[src/rtl/crg_seq_ctrl.sv]
// CRGU power-up/power-down sequencer: orders efuse load, top start and data/fifo
// clock enables on run/stop, and stretches software reset requests into cmd_reset.
module crg_seq_ctrl #(
    parameter int EFUSE_TIMEOUT = 64,
    parameter int SETTLE        = 512,
    parameter int DRAIN_MAX     = 256,
    parameter int RST_PULSE     = 4,
    parameter int CNT_W         = 10
) (
    input  logic       clk_6p5m_reg,
    input  logic       rst_reg_n,
    input  logic       rg_run,
    input  logic       rg_fifo_en,
    input  logic       sw_rst_req,
    input  logic       efuse_done,
    input  logic       fifo_empty,
    output logic       rg_efuse_en,
    output logic       rg_top_start,
    output logic       rg_fifo_clk_en,
    output logic       data_ctrl_en,
    output logic       cmd_reset,
    output logic       busy,
    output logic       efuse_err,
    output logic [2:0] seq_state
);

    typedef enum logic [2:0] {
        S_IDLE  = 3'd0,
        S_EFUSE = 3'd1,
        S_START = 3'd2,
        S_RUN   = 3'd3,
        S_DRAIN = 3'd4,
        S_STOP  = 3'd5,
        S_SRST  = 3'd6
    } state_t;

    // Reload values: a state with load N-1 is left on the edge after the counter hits 0,
    // giving exactly N cycles of residency.
    localparam logic [CNT_W-1:0] EFUSE_LOAD  = CNT_W'(EFUSE_TIMEOUT - 1);
    localparam logic [CNT_W-1:0] SETTLE_LOAD = CNT_W'(SETTLE - 1);
    localparam logic [CNT_W-1:0] DRAIN_LOAD  = CNT_W'(DRAIN_MAX - 1);
    localparam logic [CNT_W-1:0] RST_LOAD    = CNT_W'(RST_PULSE - 1);

    state_t           state, state_nxt;
    logic [CNT_W-1:0] cnt, cnt_nxt;
    logic             cnt_zero;
    logic             err_set, err_clr;

    logic efuse_en_nxt, top_start_nxt, fifo_clk_en_nxt, data_en_nxt;
    logic cmd_reset_nxt, busy_nxt, efuse_err_nxt;

    assign cnt_zero = (cnt == '0);

    always_comb begin
        // NOTE: every signal driven here gets a default first, so no path can infer a latch.
        state_nxt = state;
        cnt_nxt   = cnt_zero ? '0 : cnt - CNT_W'(1);
        err_set   = 1'b0;
        err_clr   = 1'b0;

        if (sw_rst_req) begin
            state_nxt = S_SRST;
            cnt_nxt   = RST_LOAD;
        end else begin
            unique case (state)
                S_IDLE: begin
                    if (rg_run) begin
                        state_nxt = S_EFUSE;
                        cnt_nxt   = EFUSE_LOAD;
                        err_clr   = 1'b1;
                    end
                end
                S_EFUSE: begin
                    if (!rg_run) begin
                        state_nxt = S_IDLE;
                    end else if (efuse_done || cnt_zero) begin
                        state_nxt = S_START;
                        cnt_nxt   = SETTLE_LOAD;
                        err_set   = !efuse_done;
                    end
                end
                S_START: begin
                    if (cnt_zero) state_nxt = S_RUN;
                end
                S_RUN: begin
                    if (!rg_run) begin
                        state_nxt = S_DRAIN;
                        cnt_nxt   = DRAIN_LOAD;
                    end
                end
                S_DRAIN: begin
                    if (fifo_empty || cnt_zero) begin
                        state_nxt = S_STOP;
                        cnt_nxt   = SETTLE_LOAD;
                    end
                end
                S_STOP, S_SRST: begin
                    if (cnt_zero) state_nxt = S_IDLE;
                end
                default: state_nxt = S_IDLE;
            endcase
        end
    end

    // Outputs are decoded from the next state so they change on the same edge as seq_state.
    always_comb begin
        efuse_en_nxt    = (state_nxt == S_EFUSE);
        top_start_nxt   = (state_nxt == S_START) || (state_nxt == S_RUN) || (state_nxt == S_DRAIN);
        data_en_nxt     = (state_nxt == S_RUN);
        cmd_reset_nxt   = (state_nxt == S_SRST);
        busy_nxt        = (state_nxt != S_IDLE) && (state_nxt != S_RUN);
        efuse_err_nxt   = err_set | (efuse_err & ~err_clr);
        fifo_clk_en_nxt = 1'b0;
        if ((state_nxt == S_START) || (state_nxt == S_RUN)) begin
            fifo_clk_en_nxt = rg_fifo_en;
        end else if (state_nxt == S_DRAIN) begin
            fifo_clk_en_nxt = rg_fifo_clk_en;
        end
    end

    always_ff @(posedge clk_6p5m_reg or negedge rst_reg_n) begin
        if (!rst_reg_n) begin
            state          <= S_IDLE;
            cnt            <= '0;
            rg_efuse_en    <= 1'b0;
            rg_top_start   <= 1'b0;
            rg_fifo_clk_en <= 1'b0;
            data_ctrl_en   <= 1'b0;
            cmd_reset      <= 1'b0;
            busy           <= 1'b0;
            efuse_err      <= 1'b0;
        end else begin
            // NOTE: non-blocking assignments so every register samples pre-edge values.
            state          <= state_nxt;
            cnt            <= cnt_nxt;
            rg_efuse_en    <= efuse_en_nxt;
            rg_top_start   <= top_start_nxt;
            rg_fifo_clk_en <= fifo_clk_en_nxt;
            data_ctrl_en   <= data_en_nxt;
            cmd_reset      <= cmd_reset_nxt;
            busy           <= busy_nxt;
            efuse_err      <= efuse_err_nxt;
        end
    end

    assign seq_state = state;

endmodule

[config.mk]
export PLATFORM = sky130hd
export DESIGN_NAME = crg_seq_ctrl
export DESIGN_NICKNAME = d
export VERILOG_FILES = /design/src/rtl/crg_seq_ctrl.sv
export SDC_FILE = /design/constraint.sdc
export NUM_CORES = 1
export LEC_CHECK = 0
export ABC_AREA = 0
export CAP_MARGIN = 20
export CORE_ASPECT_RATIO = 2
export CORE_UTILIZATION = 42
export DETAILED_ROUTE_END_ITERATION = 10
export GPL_ROUTABILITY_DRIVEN = 0
export SYNTH_ARGS = -nofsm -noshare
export SYNTH_HDL_FRONTEND = slang
export SYNTH_SLANG_ARGS = --single-unit
export TNS_END_PERCENT = 5
[constraint.sdc]
create_clock -name clk_6p5m_reg -period 3.85 [get_ports clk_6p5m_reg]
set_input_delay 0.77 -clock clk_6p5m_reg [delete_from_list [all_inputs] [get_ports clk_6p5m_reg]]
set_output_delay 0.77 -clock clk_6p5m_reg [all_outputs]
set_load 0.005 [all_outputs]
==> After elaboration in Yosys (flattened, before gate mapping) <==
Index checks and enable logic that the tools add are counted.
{ "word_totals": {"regBits": 20, "input_bits": 7, "output_inout_bits": 10} }
{ "op_classes": {"n_addsub": 1, "n_eq_ne": 13, "mux": 26, "bitwise_logic": 3, "n_reduce_logical": 10} }
{ "op_table": {"columns": ["cell", "n"], "rows": [
  ["10-bit 2-to-1 mux", 7],
  ["10-bit one-hot mux with 4 select lines", 1],
  ["3-bit 2-to-1 mux", 8],
  ["3-bit one-hot mux with 6 select lines", 1],
  ["3-bit equality test (second input constant)", 5],
  ["3-bit by 2-bit equality test with 1-bit output (second input constant)", 4],
  ["10-bit zero test", 1],
  ["10-bit by 1-bit subtractor with 10-bit output (second input constant)", 1],
  ["1-bit 2-to-1 mux", 9],
  ["3-bit by 1-bit equality test with 1-bit output (second input constant)", 2],
  ["1-bit logical OR", 4],
  ["3-bit zero test", 1],
  ["3-bit by 2-bit inequality test with 1-bit output (second input constant)", 1],
  ["3-bit nonzero test", 1],
  ["2-bit inequality test (second input constant)", 1],
  ["2-bit OR reduction", 1],
  ["1-bit bitwise AND", 1],
  ["1-bit logical AND", 1],
  ["1-bit zero test", 1],
  ["1-bit inverter", 1],
  ["1-bit OR", 1]
]} }

==> Logic depth before layout (Yosys ltp) <==
{ "depth": {"word_depth": 9, "ltp_mapped": 8, "mapped_depth_nobuf": 8} }

==> Worst setup path after synthesis <==
No wires, ideal clock.
{ "synth_path": {"path_kind": "register -> register", "from": "register cnt[0]", "to": "register data_ctrl_en", "setup_ps": 119, "arrival_ps": 2242, "required_ps": 3731, "path_slack_ps": 1489, "stages_incl_launch_ff": 9, "n_path_buf": 0, "synth_period_minus_slack_ps": 2361, "cell_sequence": "dfrtp_1 -> inv_1 -> ha_1 -> or4b_4 -> nor3_4 -> mux2_4 -> o31ai_4 -> inv_2 -> and2_1"} }
{ "synth_between": {"elab_chain_cells": 7, "elab_cells_between_ends": 11, "cone_classes": "eq/ne: 1; mux: 7; reduce/logical: 3"} }
{ "synth_rtl": {"columns": ["element", "line", "text"], "rows": [
  ["from (decl)", "45", "logic [CNT_W-1:0] cnt, cnt_nxt;"],
  ["from (signal assigned)", "135", "cnt <= cnt_nxt;"],
  ["10-bit zero test *", "52", "assign cnt_zero = (cnt == '0);"],
  ["1-bit logical OR", "76", "end else if (efuse_done || cnt_zero) begin"],
  ["3-bit 2-to-1 mux", "76", null],
  ["3-bit 2-to-1 mux", "74", "if (!rg_run) begin"],
  ["3-bit one-hot mux with 6 select lines *", "65", "unique case (state)"],
  ["3-bit 2-to-1 mux *", "61", "if (sw_rst_req) begin"],
  ["named net state_nxt[0]", "44", "state_t state, state_nxt;"],
  ["3-bit by 2-bit equality test with 1-bit output *", "109", "data_en_nxt = (state_nxt == S_RUN);"],
  ["named net data_en_nxt", "49", "logic efuse_en_nxt, top_start_nxt, fifo_clk_en_nxt, data_en_nxt;"],
  ["to (signal assigned)", "139", "data_ctrl_en <= data_en_nxt;"],
  ["to (decl)", "20", "output logic data_ctrl_en,"]
]} }
The timed path passes the listed nets; every way through them passes the cells marked *.
A chain may end at the register's enable or synchronous reset.

==> Final worst setup path <==
Ends and elaborated chain as after synthesis.

==> results.ini <==
[status]
status=complete, no violations

[floorplan]
initial_core_util=0.450
coreArea_um2=2600
dieArea_um2=3020
fp.dieH_um=76.7
io_pins=17
core.rowCount=26
die_w_um=39.3

[drt]
wl_per_cell_um=17.9
totalWireLength_um=3040
route.vias.total=1042
viasPerCell=6.13
first_pass_iters=4
drc=0
drt_iter0_drc=20
detail-route-antenna-nets=0

[placed_design]
numPortBuffers=16
dpl_cell_area_um2=1350
hpwl_um=2350
dp.cells=166

[clock_network]
root_buffer=clkbuf_8
clkSinkCount=20
cts.repair.resized=0
cts_tree=built
cts_max_level=1
clkTransAtPathRegs_ns=0.08
worstSkewPairLatency_ns=0.25
post_cts_buffers=0
cts_buffer_depth=2
postCtsHoldBufs=0
cts_buffers=3

[pwr]
switching_share=0.411
p_seq_frac=0.386
leakage_nw=0.580
p_sw_uw=369
powerDensity_nw_per_um2=639
ir_drop_mv=0.267
clkPwrFrac=0.177
p_int_uw=529
comb_power_share=0.437

[global_routing]
grt_first_pass_wirelength_um=5000
grt_max_degree=21
top_usage_layer=met2
met2_usage=0.403
grt_overflow_total=0
grt_pass1_vias=1071
grt_use_total=0.233
use_met1=0.276
gr-usage-met3=0.0260
antenna_found_initial=0

[setup_path]
worstPathArrival_ns=2.71
path_cells=inv_1 > ha_1 > or4b_4 > nor3_4 > mux2_4 > o31ai_4 > inv_2 > and2_1
cpPeakStageDelay_ns=0.53
worstPathMaxFanout=7
cp-start-kind=register
cp.required_ns=4.00
path_class=register to register
crit_slowest_cell=or4b_4
r2r_start=cnt[0]
crit_path_end_kind=register
rr_worst_depth=8
r2r_end=data_ctrl_en
reg2reg_slack_ns=1.29

[synth]
synthArstFlopShare=1.00
synth-compound-area-share=0.233
synth_adder_area_share=0.0107
synth_xor_area_frac=0.0299
syn_inst=126
synth_top_family_by_area=simple AND/OR/NAND/NOR gates
synth_edf_count=0
seq_area_frac_synth=0.427
avgSynthCellArea_um2=9.29
synthFlopType=dfrtp_1
syn_nets=134
yosysWarnings=0
synth.area.mux_share=0.0214
synth_cell_types=47
synth-simple-area-share=0.249
synth-seq-cells=20
synth_area_um2=1170

[cells_and_area]
finalNonFillerCells=170
num_antenna_cells=0
drive_gt1_frac=0.0915
seq_area_um2=500
fin_area_um2=1410
syn2layout_area_growth_pct=20.1
fin_nets=151
multiInputGateArea_um2=637
n_fill_cell=237

[hold_path]
min_to=efuse_err
min-delay-start=efuse_err
min_path_cells=2
hp-class=register to register

[sta]
finalHoldViolCount=0
fin_skew_ns=0.00933
rsz0062_at_grt=false
fin_crit_ns=2.56
tightest_slew_ns=0.900
holdWs_ns=0.507
fin_crit_sh=0.665
slew_viol_final=0
relSlewSlack=0.398
fmax_mhz=390
finalSetupViolCount=0
fin_tns_setup_ns=0

[run]
cap_violations=0

-- worst max path at each step --
stage	startpoint	endpoint	slack (ns)
after floorplan	cnt[0]	data_ctrl_en	1.49
after global placement	rg_run	data_ctrl_en	1.34
after detailed placement	cnt[0]	data_ctrl_en	1.29
after CTS	cnt[0]	data_ctrl_en	1.26
after global routing	cnt[0]	data_ctrl_en	1.15
final	cnt[0]	data_ctrl_en	1.29
-- per-layer routing --
layer	part of all wire	vias to the layer above	wire length (um)
met5	0	-	0
li1	-	502	-
met1	0.38	507	1170
met4	0.028	0	85
met3	0.030	8	92
met2	0.56	25	1700
-- flip-flops by register name, summed over array words and instances, names as in the netlist --
signal	cells
cnt	10
seq_state	3
busy	1
cmd_reset	1
data_ctrl_en	1
efuse_err	1
rg_efuse_en	1
rg_fifo_clk_en	1
rg_top_start	1
-- synthesized netlist by cell type (2+ instances only) --
| cell type | count | area share |
|---|---|---|
| or3_1 | 3 | 0.016 |
| nor3_1 | 5 | 0.021 |
| nand4_1 | 2 | 0.011 |
| nor2b_1 | 3 | 0.016 |
| xor2_1 | 4 | 0.030 |
| a21oi_1 | 8 | 0.034 |
| o31ai_1 | 2 | 0.013 |
| nor2_1 | 12 | 0.038 |
| nand2b_1 | 2 | 0.011 |
| inv_1 | 4 | 0.013 |
| nor4_1 | 2 | 0.011 |
| nand3_1 | 5 | 0.021 |
| a31oi_1 | 3 | 0.016 |
| nand2_1 | 7 | 0.022 |
| nand3b_1 | 2 | 0.013 |
| dfrtp_1 | 20 | 0.43 |
| o21ai_1 | 2 | 0.0085 |
| clkbuf_1 | 3 | 0.0096 |
| o21ai_0 | 9 | 0.038 |
-- layout by cell type, fill, tap and decap left out, types with 2 or more instances in the layout --
cell type	netlist	layout
nand3b_1	2	2
or3_1	3	3
a31oi_1	3	3
nor3_1	5	5
inv_1	4	4
o21ai_0	9	9
nand4_1	2	2
nand2b_1	2	2
clkbuf_8	0	4
clkdlybuf4s50_1	0	16
a21oi_1	8	8
dfrtp_1	20	20
nor4_1	2	2
xor2_1	4	4
nand3_1	5	5
nand2_1	7	7
nor2b_1	3	3
o21ai_1	2	2
o31ai_1	2	2
nor2_1	12	12
-- cell type report --
class	instances	area share
flip-flops and latches	20	0.356
inverters	5	0.0133
repair buffers	16	0.114
clock buffers	4	0.0391
multi-input cells	97	0.453
well taps	28	0.0249
-- metrics by stage --
step	total power, mW	utilization	setup slack (ns)
after floorplan	0.608	-	1.49
after global placement	0.734	0.519	1.34
after detailed placement	0.739	0.519	1.29
after CTS	0.901	0.540	1.26
after global routing	0.967	0.540	1.15
final	0.899	0.540	1.29
-- cells by family after synthesis --
family          Yosys count
xor+xnor                  4
compound gates           39
fa+ha+maj                 1
simple gates             51
flops                    20
buf+inv                   9
mux                       2
-- power groups by stage --
stage	Clock, mW	Sequential (mW)	Combinational, mW
after floorplan	0	0.317	0.291
after global placement	0	0.347	0.387
after detailed placement	0	0.350	0.389
after CTS	0.162	0.346	0.394
after global routing	0.174	0.360	0.433
final	0.159	0.347	0.393
-- worst max-delay path: cells and delay by family (launching register included) --
kind                     cells  cell delay [ns]
multiplexers                 1             0.35
adder cells (fa/ha/maj)      1             0.20
buffers and inverters        2             0.15
AO/OA/AOI/OAI                1             0.33
flip-flops                   1             0.40
AND/OR/NAND/NOR              3             1.02
Note: power is estimated with default switching activity, not from simulation.
